File: src/rtl/uart_rx_fsm_if.sv
// ---------------------------------------------------------------------------
// uart_rx_fsm_if
// Bundles the serial input line and the byte-delivery outputs of the UART
// receiver so the receiver, its driver and its consumer share one connection.
//
//   rx_serial      serial line into the receiver (idle = 1)
//   uart_rx_done   1-cycle pulse: uart_rx_data holds a new good byte
//   uart_rx_data   last good byte, stable between done pulses
//   uart_rx_busy   receiver is somewhere inside a frame
//   framing_error  1-cycle pulse: stop bit sampled as 0
//
// Modports:
//   slave   - the receiver itself (consumes rx_serial, produces the rest)
//   master  - the line driver / byte consumer on the other side
// ---------------------------------------------------------------------------
interface uart_rx_fsm_if;
  logic       rx_serial;
  logic       uart_rx_done;
  logic [7:0] uart_rx_data;
  logic       uart_rx_busy;
  logic       framing_error;

  modport slave (
    input  rx_serial,
    output uart_rx_done,
    output uart_rx_data,
    output uart_rx_busy,
    output framing_error
  );

  modport master (
    output rx_serial,
    input  uart_rx_done,
    input  uart_rx_data,
    input  uart_rx_busy,
    input  framing_error
  );
endinterface

File: src/rtl/uart_rx_fsm.sv
// ---------------------------------------------------------------------------
// uart_rx_fsm
// Serial-to-parallel UART receiver, 8N1 framing, LSB first, idle-high line.
// The line is synchronised through two flops, then a clocks-per-bit counter
// walks the frame so each bit is sampled near its midpoint. A good byte is
// presented on uart_rx_data with a single-cycle uart_rx_done pulse; a stop
// bit sampled low gives a single-cycle framing_error pulse instead and the
// receiver then waits for the line to return high before looking for the
// next start bit.
//
// Parameters:
//   CLKS_PER_BIT   clk cycles per serial bit (>= 4)
//
// Ports:
//   clk    in   system clock, all state on posedge
//   rstn   in   asynchronous active-low reset
//   rx_if  slave modport of uart_rx_fsm_if
//            rx_serial in; uart_rx_done, uart_rx_data[7:0],
//            uart_rx_busy, framing_error out
// ---------------------------------------------------------------------------
module uart_rx_fsm #(
  parameter int CLKS_PER_BIT = 16
) (
  input  logic          clk,
  input  logic          rstn,
  uart_rx_fsm_if.slave  rx_if
);

  localparam int CNT_W = $clog2(CLKS_PER_BIT);

  // Last count value of a full bit period, and the count at which the start
  // bit is re-checked (its midpoint).
  localparam logic [CNT_W-1:0] CNT_MAX  = CNT_W'(CLKS_PER_BIT - 1);
  localparam logic [CNT_W-1:0] CNT_HALF = CNT_W'((CLKS_PER_BIT - 1) / 2);

  typedef enum logic [2:0] {
    S_IDLE    = 3'd0,
    S_START   = 3'd1,
    S_DATA    = 3'd2,
    S_STOP    = 3'd3,
    S_CLEANUP = 3'd4,
    S_BREAK   = 3'd5
  } state_e;

  // Synchroniser
  logic             rx_meta_q;
  logic             rx_sync_q;

  // Control
  state_e           state_q,   state_d;
  logic [CNT_W-1:0] clk_cnt_q, clk_cnt_d;
  logic [2:0]       bit_idx_q, bit_idx_d;
  logic             done_q,    done_d;
  logic             ferr_q,    ferr_d;

  // Data
  logic [7:0]       shift_q,   shift_d;
  logic [7:0]       data_q,    data_d;

  // ---- stage: line synchroniser -------------------------------------------
  // Both flops reset high so a line held low through reset is not taken as a
  // start bit until it has actually been seen going through the flops.
  always_ff @(posedge clk or negedge rstn) begin
    if (!rstn) begin
      rx_meta_q <= 1'b1;
      rx_sync_q <= 1'b1;
    end else begin
      rx_meta_q <= rx_if.rx_serial;
      rx_sync_q <= rx_meta_q;
    end
  end

  // ---- stage: frame state machine, next-state logic ------------------------
  always_comb begin
    state_d   = state_q;
    clk_cnt_d = clk_cnt_q;
    bit_idx_d = bit_idx_q;
    shift_d   = shift_q;
    data_d    = data_q;
    done_d    = 1'b0;
    ferr_d    = 1'b0;

    unique case (state_q)
      S_IDLE: begin
        clk_cnt_d = '0;
        bit_idx_d = '0;
        if (!rx_sync_q) begin
          state_d = S_START;
        end
      end

      S_START: begin
        if (clk_cnt_q == CNT_HALF) begin
          clk_cnt_d = '0;
          // A start bit that is no longer low at its midpoint was a glitch.
          state_d   = rx_sync_q ? S_IDLE : S_DATA;
        end else begin
          clk_cnt_d = clk_cnt_q + 1'b1;
        end
      end

      S_DATA: begin
        if (clk_cnt_q == CNT_MAX) begin
          clk_cnt_d          = '0;
          shift_d[bit_idx_q] = rx_sync_q;
          if (bit_idx_q == 3'd7) begin
            bit_idx_d = '0;
            state_d   = S_STOP;
          end else begin
            bit_idx_d = bit_idx_q + 1'b1;
          end
        end else begin
          clk_cnt_d = clk_cnt_q + 1'b1;
        end
      end

      S_STOP: begin
        if (clk_cnt_q == CNT_MAX) begin
          clk_cnt_d = '0;
          if (rx_sync_q) begin
            data_d  = shift_q;
            done_d  = 1'b1;
            state_d = S_CLEANUP;
          end else begin
            // Output byte is left untouched on a bad frame.
            ferr_d  = 1'b1;
            state_d = S_BREAK;
          end
        end else begin
          clk_cnt_d = clk_cnt_q + 1'b1;
        end
      end

      S_CLEANUP: begin
        state_d = S_IDLE;
      end

      S_BREAK: begin
        // A line held low after a bad stop bit must not look like a new
        // start bit; only a return to idle re-arms the receiver.
        if (rx_sync_q) begin
          state_d = S_IDLE;
        end
      end

      default: begin
        state_d   = S_IDLE;
        clk_cnt_d = '0;
        bit_idx_d = '0;
      end
    endcase
  end

  // ---- stage: frame state machine, registers -------------------------------
  always_ff @(posedge clk or negedge rstn) begin
    if (!rstn) begin
      state_q   <= S_IDLE;
      clk_cnt_q <= '0;
      bit_idx_q <= '0;
      done_q    <= 1'b0;
      ferr_q    <= 1'b0;
      data_q    <= 8'h00;
    end else begin
      state_q   <= state_d;
      clk_cnt_q <= clk_cnt_d;
      bit_idx_q <= bit_idx_d;
      done_q    <= done_d;
      ferr_q    <= ferr_d;
      data_q    <= data_d;
    end
  end

  // The shift register is only ever read after all eight bits of the
  // current frame have been written, so it needs no reset.
  always_ff @(posedge clk) begin
    shift_q <= shift_d;
  end

  // ---- stage: outputs ------------------------------------------------------
  assign rx_if.uart_rx_done  = done_q;
  assign rx_if.uart_rx_data  = data_q;
  assign rx_if.framing_error = ferr_q;
  assign rx_if.uart_rx_busy  = (state_q != S_IDLE);

endmodule

File: src/flat_wrapper.sv
// flat-port wrapper written by rule: the top's interface ports become plain ports
module uart_rx_fsm_flat 
#(
  parameter int CLKS_PER_BIT = 16
)
  (clk, rstn, rx_if_rx_serial, rx_if_uart_rx_done, rx_if_uart_rx_data, rx_if_uart_rx_busy, rx_if_framing_error);
  uart_rx_fsm_if rx_if_i ();
  input  logic clk;
  input  logic rstn;
  input wire logic [$bits(rx_if_i.rx_serial)-1:0] rx_if_rx_serial;
  output wire logic [$bits(rx_if_i.uart_rx_done)-1:0] rx_if_uart_rx_done;
  output wire logic [$bits(rx_if_i.uart_rx_data)-1:0] rx_if_uart_rx_data;
  output wire logic [$bits(rx_if_i.uart_rx_busy)-1:0] rx_if_uart_rx_busy;
  output wire logic [$bits(rx_if_i.framing_error)-1:0] rx_if_framing_error;
  assign rx_if_i.rx_serial = rx_if_rx_serial;
  assign rx_if_uart_rx_done = rx_if_i.uart_rx_done;
  assign rx_if_uart_rx_data = rx_if_i.uart_rx_data;
  assign rx_if_uart_rx_busy = rx_if_i.uart_rx_busy;
  assign rx_if_framing_error = rx_if_i.framing_error;
  uart_rx_fsm #(.CLKS_PER_BIT(CLKS_PER_BIT)) u_core (.clk(clk), .rstn(rstn), .rx_if(rx_if_i));
endmodule
File: config.mk
export PLATFORM = sky130hd
export DESIGN_NAME = uart_rx_fsm_flat
export DESIGN_NICKNAME = d
export VERILOG_FILES = /design/src/rtl/uart_rx_fsm_if.sv /design/src/rtl/uart_rx_fsm.sv /design/src/flat_wrapper.sv
export SDC_FILE = /design/constraint.sdc
export NUM_CORES = 1
export LEC_CHECK = 0
export ABC_AREA = 0
export CAP_MARGIN = 25
export CORE_MARGIN = 8
export CORE_UTILIZATION = 25
export CTS_CLUSTER_SIZE = 25
export DETAILED_ROUTE_END_ITERATION = 12
export HOLD_SLACK_MARGIN = 0.05
export PLACE_DENSITY = 0.44
export SLEW_MARGIN = 20
export SYNTH_ARGS = -nofsm -noshare
export SYNTH_HDL_FRONTEND = slang
export SYNTH_SLANG_ARGS = --single-unit
File: constraint.sdc
create_clock -name clk -period 1.5 [get_ports clk]
set_input_delay 0.15 -clock clk [delete_from_list [all_inputs] [get_ports clk]]
set_output_delay 0.15 -clock clk [all_outputs]
set_load 0.005 [all_outputs]
==> flow_summary_export.csv, run 1 <==
group,metric,value,unit
outcome,status,"complete, no violations",
drt,drt_iter0_drc,67,
power,p_int,1.95,mW
logic_synthesis,syn_area,1430,sq um
logic_synthesis,synth-seq-cells,30,
sta,max_freq,672,MHz
clock_network,numCtsBuffers,5,
drt,firstDrtPassIters,4,
critical_path,path_max_fanout,5,
critical_path,crit_chain,"or3_4, dlygate4sd2_1",
logic_synthesis,async_flop_share,0.733,
final_layout,nets,160,
drt,routed_via_density,4.42,
critical_path,crit_type,"flip-flop to primary output",
grt,grt_max_degree,23,
logic_synthesis,yosys_most_used_dff,"dfrtp_1",
power,seq_power_share,0.387,
power,ir_worst_vdd,0.000445,V
clock_network,cts_tree,"done",
grt,grt_antenna_before_repair,0,
placement,hpwlAfterDp,2090,um
floorplan,rows,27,
clock_network,root_buffer,"clkbuf_8",
grt,grt.overflow.total,0,
logic_synthesis,synth_edf_count,8,
power,switching_share,0.333,
power,p_sw,972,uW
critical_path,critPathRequiredTime,1350,ps
floorplan,dieHeight,91.7,um
drt,drtAntennaViolNets,0,
drt,wl_met2,1430,um
sta,finalCritPeriodShare,0.992,
clock_network,cts_max_level,2,
placement,place_congestion,0.792,
logic_synthesis,synth_common_cells,"dfrtp_1 (20), nor2_1 (12), edfxtp_1 (8), mux2_4 (8)",
clock_network,clk_pin_slew,60,ps
grt,grt_pass1_vias,1064,
grt,track_usage,0.0748,
floorplan,num_io_pins,14,
power,pwr-share-clk,0.213,
final_layout,drive_gt1_frac,0.335,
drt,wl_met1,1380,um
logic_synthesis,synth.top_cells.by_area,"dfrtp_1 (35%), edfxtp_1 (17%), mux2_4 (8.4%)",
critical_path,endpoint_kind,"primary output",
drt,maxUsedRoutingLayer,"met4",
final_layout,antenna_cells_inserted,0,
sta,finalSetupViolCount,0,
drt,drt-total-wl,3010,um
sta,period_minus_slack,1490,ps
logic_synthesis,synth.top_cell.area_share,0.349,
logic_synthesis,seq_area_frac_synth,0.554,
clock_network,cts-hold-fix-buffers,0,
logic_synthesis,yosys.cell_types.count,34,
critical_path,cpMaxStageDelayCell,"dfrtp_1",
logic_synthesis,synth_nets,127,
logic_synthesis,yosysTopAreaCell,"dfrtp_1",
critical_path,critPathMaxStageDelay,440,ps
clock_network,ctsLongestPathBuffers,2,
power,power_frac_comb,0.400,
logic_synthesis,yosysMostFrequentCell,"dfrtp_1",
critical_path,startpoint_type,"flip-flop",
sta,fin_setup_tns,0,ps
floorplan,die_w,91.7,um
critical_path,path_buf_inv,1,
critical_path,cp.arrival,1340,ps
final_layout,syn2layout_area_growth,31.4,%
drt,via_count,1004,
floorplan,initial_core_util,0.260,
logic_synthesis,syn-mean-instance-area,11.8,sq um
sta,clock_skew,5.51,ps
logic_synthesis,ys_warn_count,0,
sta,fin_hold_ws,229,ps
clock_network,clk_latency,280,ps
sta,max-slew-margin-rel,0.800,
drt,avgRoutedWirePerCell,13.3,um
job,drv_cap,0,
sta,tightest_slew,301,ps
min_path,hp-class,"input pin to async pin",
final_layout,n_fill_cell,553,
floorplan,dieArea,8410,sq um
sta,rsz0062_at_grt,"yes",
sta,final_max_slew_viol_count,0,
power,power_density,1550,nW/um^2
drt,drc,0,
critical_path,path_delay_family,"flip-flops",
clock_network,clock-sinks,30,
floorplan,core,5510,sq um
power,p_leak,0.760,nW
logic_synthesis,syn_inst,121,
grt,grt_pass1_wl,5060,um
placement,io_buffers,13,
drt,wl_met3,153,um
power,total_power,2.92,mW
sta,finalHoldViolations,0,
[sequential cells by signal, indices dropped and copies added, names as in the netlist]
register / cells
u_core.shift_q: 8
u_core.rx_meta_q: 1
u_core.rx_if.uart_rx_data: 8
u_core.rx_sync_q: 1
u_core.bit_idx_q: 3
u_core.state_q: 3
u_core.rx_if.framing_error: 1
u_core.rx_if.uart_rx_done: 1
u_core.clk_cnt_q: 4
[cell type report]
type / instances / area (sq um) / share of cell area
Clock inverter: 2 / 8.76 / 0.00465
Multi-Input combinational cell: 84 / 641 / 0.340
Timing Repair Buffer: 32 / 272 / 0.144
Sequential cell: 30 / 795 / 0.422
Tap cell: 72 / 90.1 / 0.0479
Inverter: 1 / 3.75 / 0.00199
Clock buffer: 6 / 72.6 / 0.0386
[worst register-to-register path, cell delays in order (launching register included)]
cell and delay [ps]:
dfrtp_1 390, ha_4 170, nand3_4 100, nor2_4 130, and3_4 270, mux2_4 310
[layout by cell type (no fill, tap or decap), types with 2 or more instances in the layout]
master,n
buf_4,19
dfrtp_1,19
clkdlybuf4s50_1,12
nor2_1,10
mux2_4,8
edfxtp_1,8
nand2_1,7
o21ai_0,7
nand2b_1,6
nor2b_1,6
a21oi_1,6
clkbuf_8,5
nand3_1,4
nor3_2,3
a22oi_1,3
nor2_2,2
and3_4,2
nor4_1,2
nor3_1,2
ha_1,2
dfstp_2,2
[cell families (layout without fill, tap and decap cells)]
kind of cell | Yosys count | count (layout) | share of synthesized area
buf+inv | 8 | 41 | 0.0410
mux | 9 | 9 | 0.0908
flops | 30 | 30 | 0.554
fa+ha+maj | 3 | 3 | 0.0262
simple gates | 50 | 51 | 0.198
compound gates | 21 | 21 | 0.0900
[routing by layer]
layer | up-vias | track usage
met3 | 5 | 0.0318
met5 | - | 0
met1 | 487 | 0.0872
met2 | 16 | 0.119
li1 | 496 | -
met4 | 0 | 0.0282
[metrics by stage]
step | setup slack, ps | area [sq um] | utilization | std cells
4_1_cts | -3.61 | 1840 | 0.334 | 226
2_1_floorplan | -14.1 | 1440 | - | 121
3_3_place_gp | 3.10 | 1730 | 0.314 | 216
5_1_grt | -29.2 | 1880 | 0.342 | 227
3_5_place_dp | -67.1 | 1730 | 0.314 | 216
6_report | 12.0 | 1880 | 0.342 | 227
[worst paths after layout]
path | depth (start not counted) | from | endpoint | slack, ps
setup / recovery | 2 | u_core.state_q[2] | rx_if_uart_rx_busy | 10
hold / removal | 2 | rstn | u_core.rx_if.uart_rx_done | 230
setup reg to reg | 5 | u_core.clk_cnt_q[1] | u_core.rx_if.uart_rx_data[5] | 20
hold reg to reg | 0 | u_core.rx_meta_q | u_core.rx_sync_q | 360
max in group asynchronous | 2 | rstn | u_core.rx_meta_q | 980
min in group clk | 1 | rx_if_rx_serial | u_core.rx_meta_q | 280
[power groups by stage]
stage / Sequential (mW) / Combinational (mW) / Clock [mW]
final: 1.13 / 1.17 / 0.621
after global routing: 1.15 / 1.31 / 0.677
after CTS: 1.12 / 1.14 / 0.637
after detailed placement: 1.16 / 1.06 / 0
after global placement: 1.16 / 1.04 / 0
after floorplan: 1.15 / 0.661 / 0
[timing repair]
action	in CTS	in global routing
cloned	0	1
pin swaps	1	2
buffers inserted	2	0
endpoints found under the setup margin	9	19
gates resized for setup	5	7
Power figures use the tool's default switching activity.
==> run 2, diff against run 1 <==
- PLACE_DENSITY: 0.44 -> default
- SKIP_LAST_GASP: default -> 1
==> flow_summary_export.csv, run 2 (same netlist as run 1, synthesis figures left out) <==
group,metric,value,unit
floorplan,dieHeight,91.7,um
critical_path,endpoint_kind,"flip-flop",
critical_path,r2r_start,"u_core.state_q[2]",
critical_path,cp.arrival,1660,ps
drt,routed_via_density,4.36,
power,ir_worst_vdd,0.000692,V
clock_network,ctsLongestPathBuffers,2,
clock_network,cts_tree,"done",
sta,max_freq,669,MHz
final_layout,antenna_cells_inserted,0,
final_layout,layout_commonest_cell,"dfrtp_1",
floorplan,core,5510,sq um
floorplan,die_w,91.7,um
critical_path,critPathRequiredTime,1660,ps
floorplan,num_io_pins,14,
final_layout,syn2layout_area_growth,33.3,%
grt,grt.overflow.total,0,
sta,finalCritPeriodShare,0.997,
critical_path,crit_chain,"buf_6, nand2b_4, nor2_4, and3_4, mux2_4",
critical_path,r2r_cells,5,
placement,hpwlAfterDp,1930,um
grt,grt_max_degree,23,
critical_path,startpoint_type,"flip-flop",
placement,io_buffers,13,
final_layout,drive_gt1_frac,0.333,
power,p_leak,0.783,nW
drt,via_count,995,
floorplan,dieArea,8410,sq um
placement,place_ws,-45.7,ps
sta,finalHoldViolations,0,
final_layout,stdcell_count,228,
outcome,status,"complete, no violations",
sta,rsz0062_at_grt,"yes",
placement,place_congestion,0.779,
drt,firstDrtPassIters,4,
floorplan,initial_core_util,0.260,
critical_path,ff2ff_setup_slack,5,ps
floorplan,rows,27,
job,drv_cap,0,
clock_network,cts-hold-fix-buffers,0,
sta,final_max_slew_viol_count,0,
final_layout,final_core_util,0.347,
final_layout,n_fill_cell,550,
grt,grt_pass1_vias,936,
critical_path,r2r-end,"u_core.rx_if.uart_rx_data[1]",
sta,clock_skew,5.44,ps
sta,setup_ws,4.89,ps
placement,placed_cells,216,
drt,drt-total-wl,2830,um
sta,finalSetupViolCount,0,
critical_path,critPathMaxStageDelay,400,ps
sta,max-slew-margin-rel,0.807,
sta,period_minus_slack,1500,ps
critical_path,crit_type,"flip-flop to flip-flop",
clock_network,root_buffer,"clkbuf_8",
sta,fin_hold_ws,224,ps
clock_network,cts_max_level,2,
drt,drc,0,
clock_network,clock-sinks,30,
grt,track_usage,0.0721,
power,power_density,1620,nW/um^2
clock_network,clk_pin_slew,70,ps
final_layout,nets,161,
grt,grt_antenna_before_repair,0,
drt,drt_iter0_drc,45,
drt,drtAntennaViolNets,0,
critical_path,path_max_fanout,5,
final_layout,mostFrequentLayoutCells,"dfrtp_1 (20), buf_4 (19), nor2_1 (12), clkdlybuf4s50_1 (12)",
grt,grt_pass1_wl,4680,um
clock_network,numCtsBuffers,5,
clock_network,clk_latency,280,ps
drt,avgRoutedWirePerCell,12.4,um
critical_path,cpMaxStageDelayCell,"dfrtp_1",
sta,tightest_slew,290,ps
sta,fin_setup_tns,0,ps
min_path,hp-class,"input pin to async pin",
==> run 2: final cells by class <==
cell class | instances | area [sq um] | share of cell area
clock buffer | 5 | 68.8 | 0.0360
tap | 72 | 90.1 | 0.0472
sequential | 30 | 793 | 0.415
clock inverter | 3 | 40.0 | 0.0210
multi-input combinational | 84 | 629 | 0.330
inverter | 1 | 3.75 | 0.00197
timing repair buffer | 33 | 284 | 0.149
==> run 2: worst max path at each step <==
| stage | from | endpoint | slack [ps] | depth (start not counted) |
|---|---|---|---|---|
| global placement | u_core.clk_cnt_q[1] | u_core.shift_q[0] | 7 | 5 |
| finish | u_core.state_q[2] | u_core.rx_if.uart_rx_data[1] | 5 | 5 |
| CTS | u_core.clk_cnt_q[1] | u_core.shift_q[0] | -30 | 5 |
| global route | u_core.clk_cnt_q[1] | u_core.rx_if.uart_rx_data[2] | -60 | 5 |
| detailed placement | u_core.clk_cnt_q[0] | u_core.shift_q[0] | -50 | 5 |
| floorplan | u_core.clk_cnt_q[0] | u_core.rx_if.uart_rx_data[0] | -10 | 6 |
==> run 2: critical path: cells and delay by family (launching register included) <==
family                 cells  cell delay, ps
buffers and inverters      1             140
DFF                        1             400
muxes                      1             310
and+or+nand+nor            3             530
==> run 2: through the flow <==
step	power, mW	cell area (sq um)
after floorplan	1.81	1440
after global placement	2.22	1730
after detailed placement	2.23	1730
after CTS	3.10	1880
after global routing	3.33	1910
final	3.09	1910
==> run 2: power breakdown <==
part           leakage, nW  switching, mW  internal (mW)
logic                0.377          0.531          0.640
clock network       0.0579          0.307          0.488
registers            0.348          0.124           1.00
total                0.783          0.962           2.13
==> run 2: metal layers <==
layer / track usage / share of wire / vias to the layer above
li1: - / - / 498
met1: 0.0826 / 0.44 / 470
met2: 0.104 / 0.46 / 21
met3: 0.0407 / 0.077 / 6
met5: 0 / 0 / -
met4: 0.0403 / 0.022 / 0
==> run 2: repair_timing <==
item / in CTS / in global routing
buffers inserted: 3 / 0
endpoints found under the setup margin: 13 / 19
cloned: 1 / 0
pin swaps: 2 / 2
resized for setup: 3 / 7
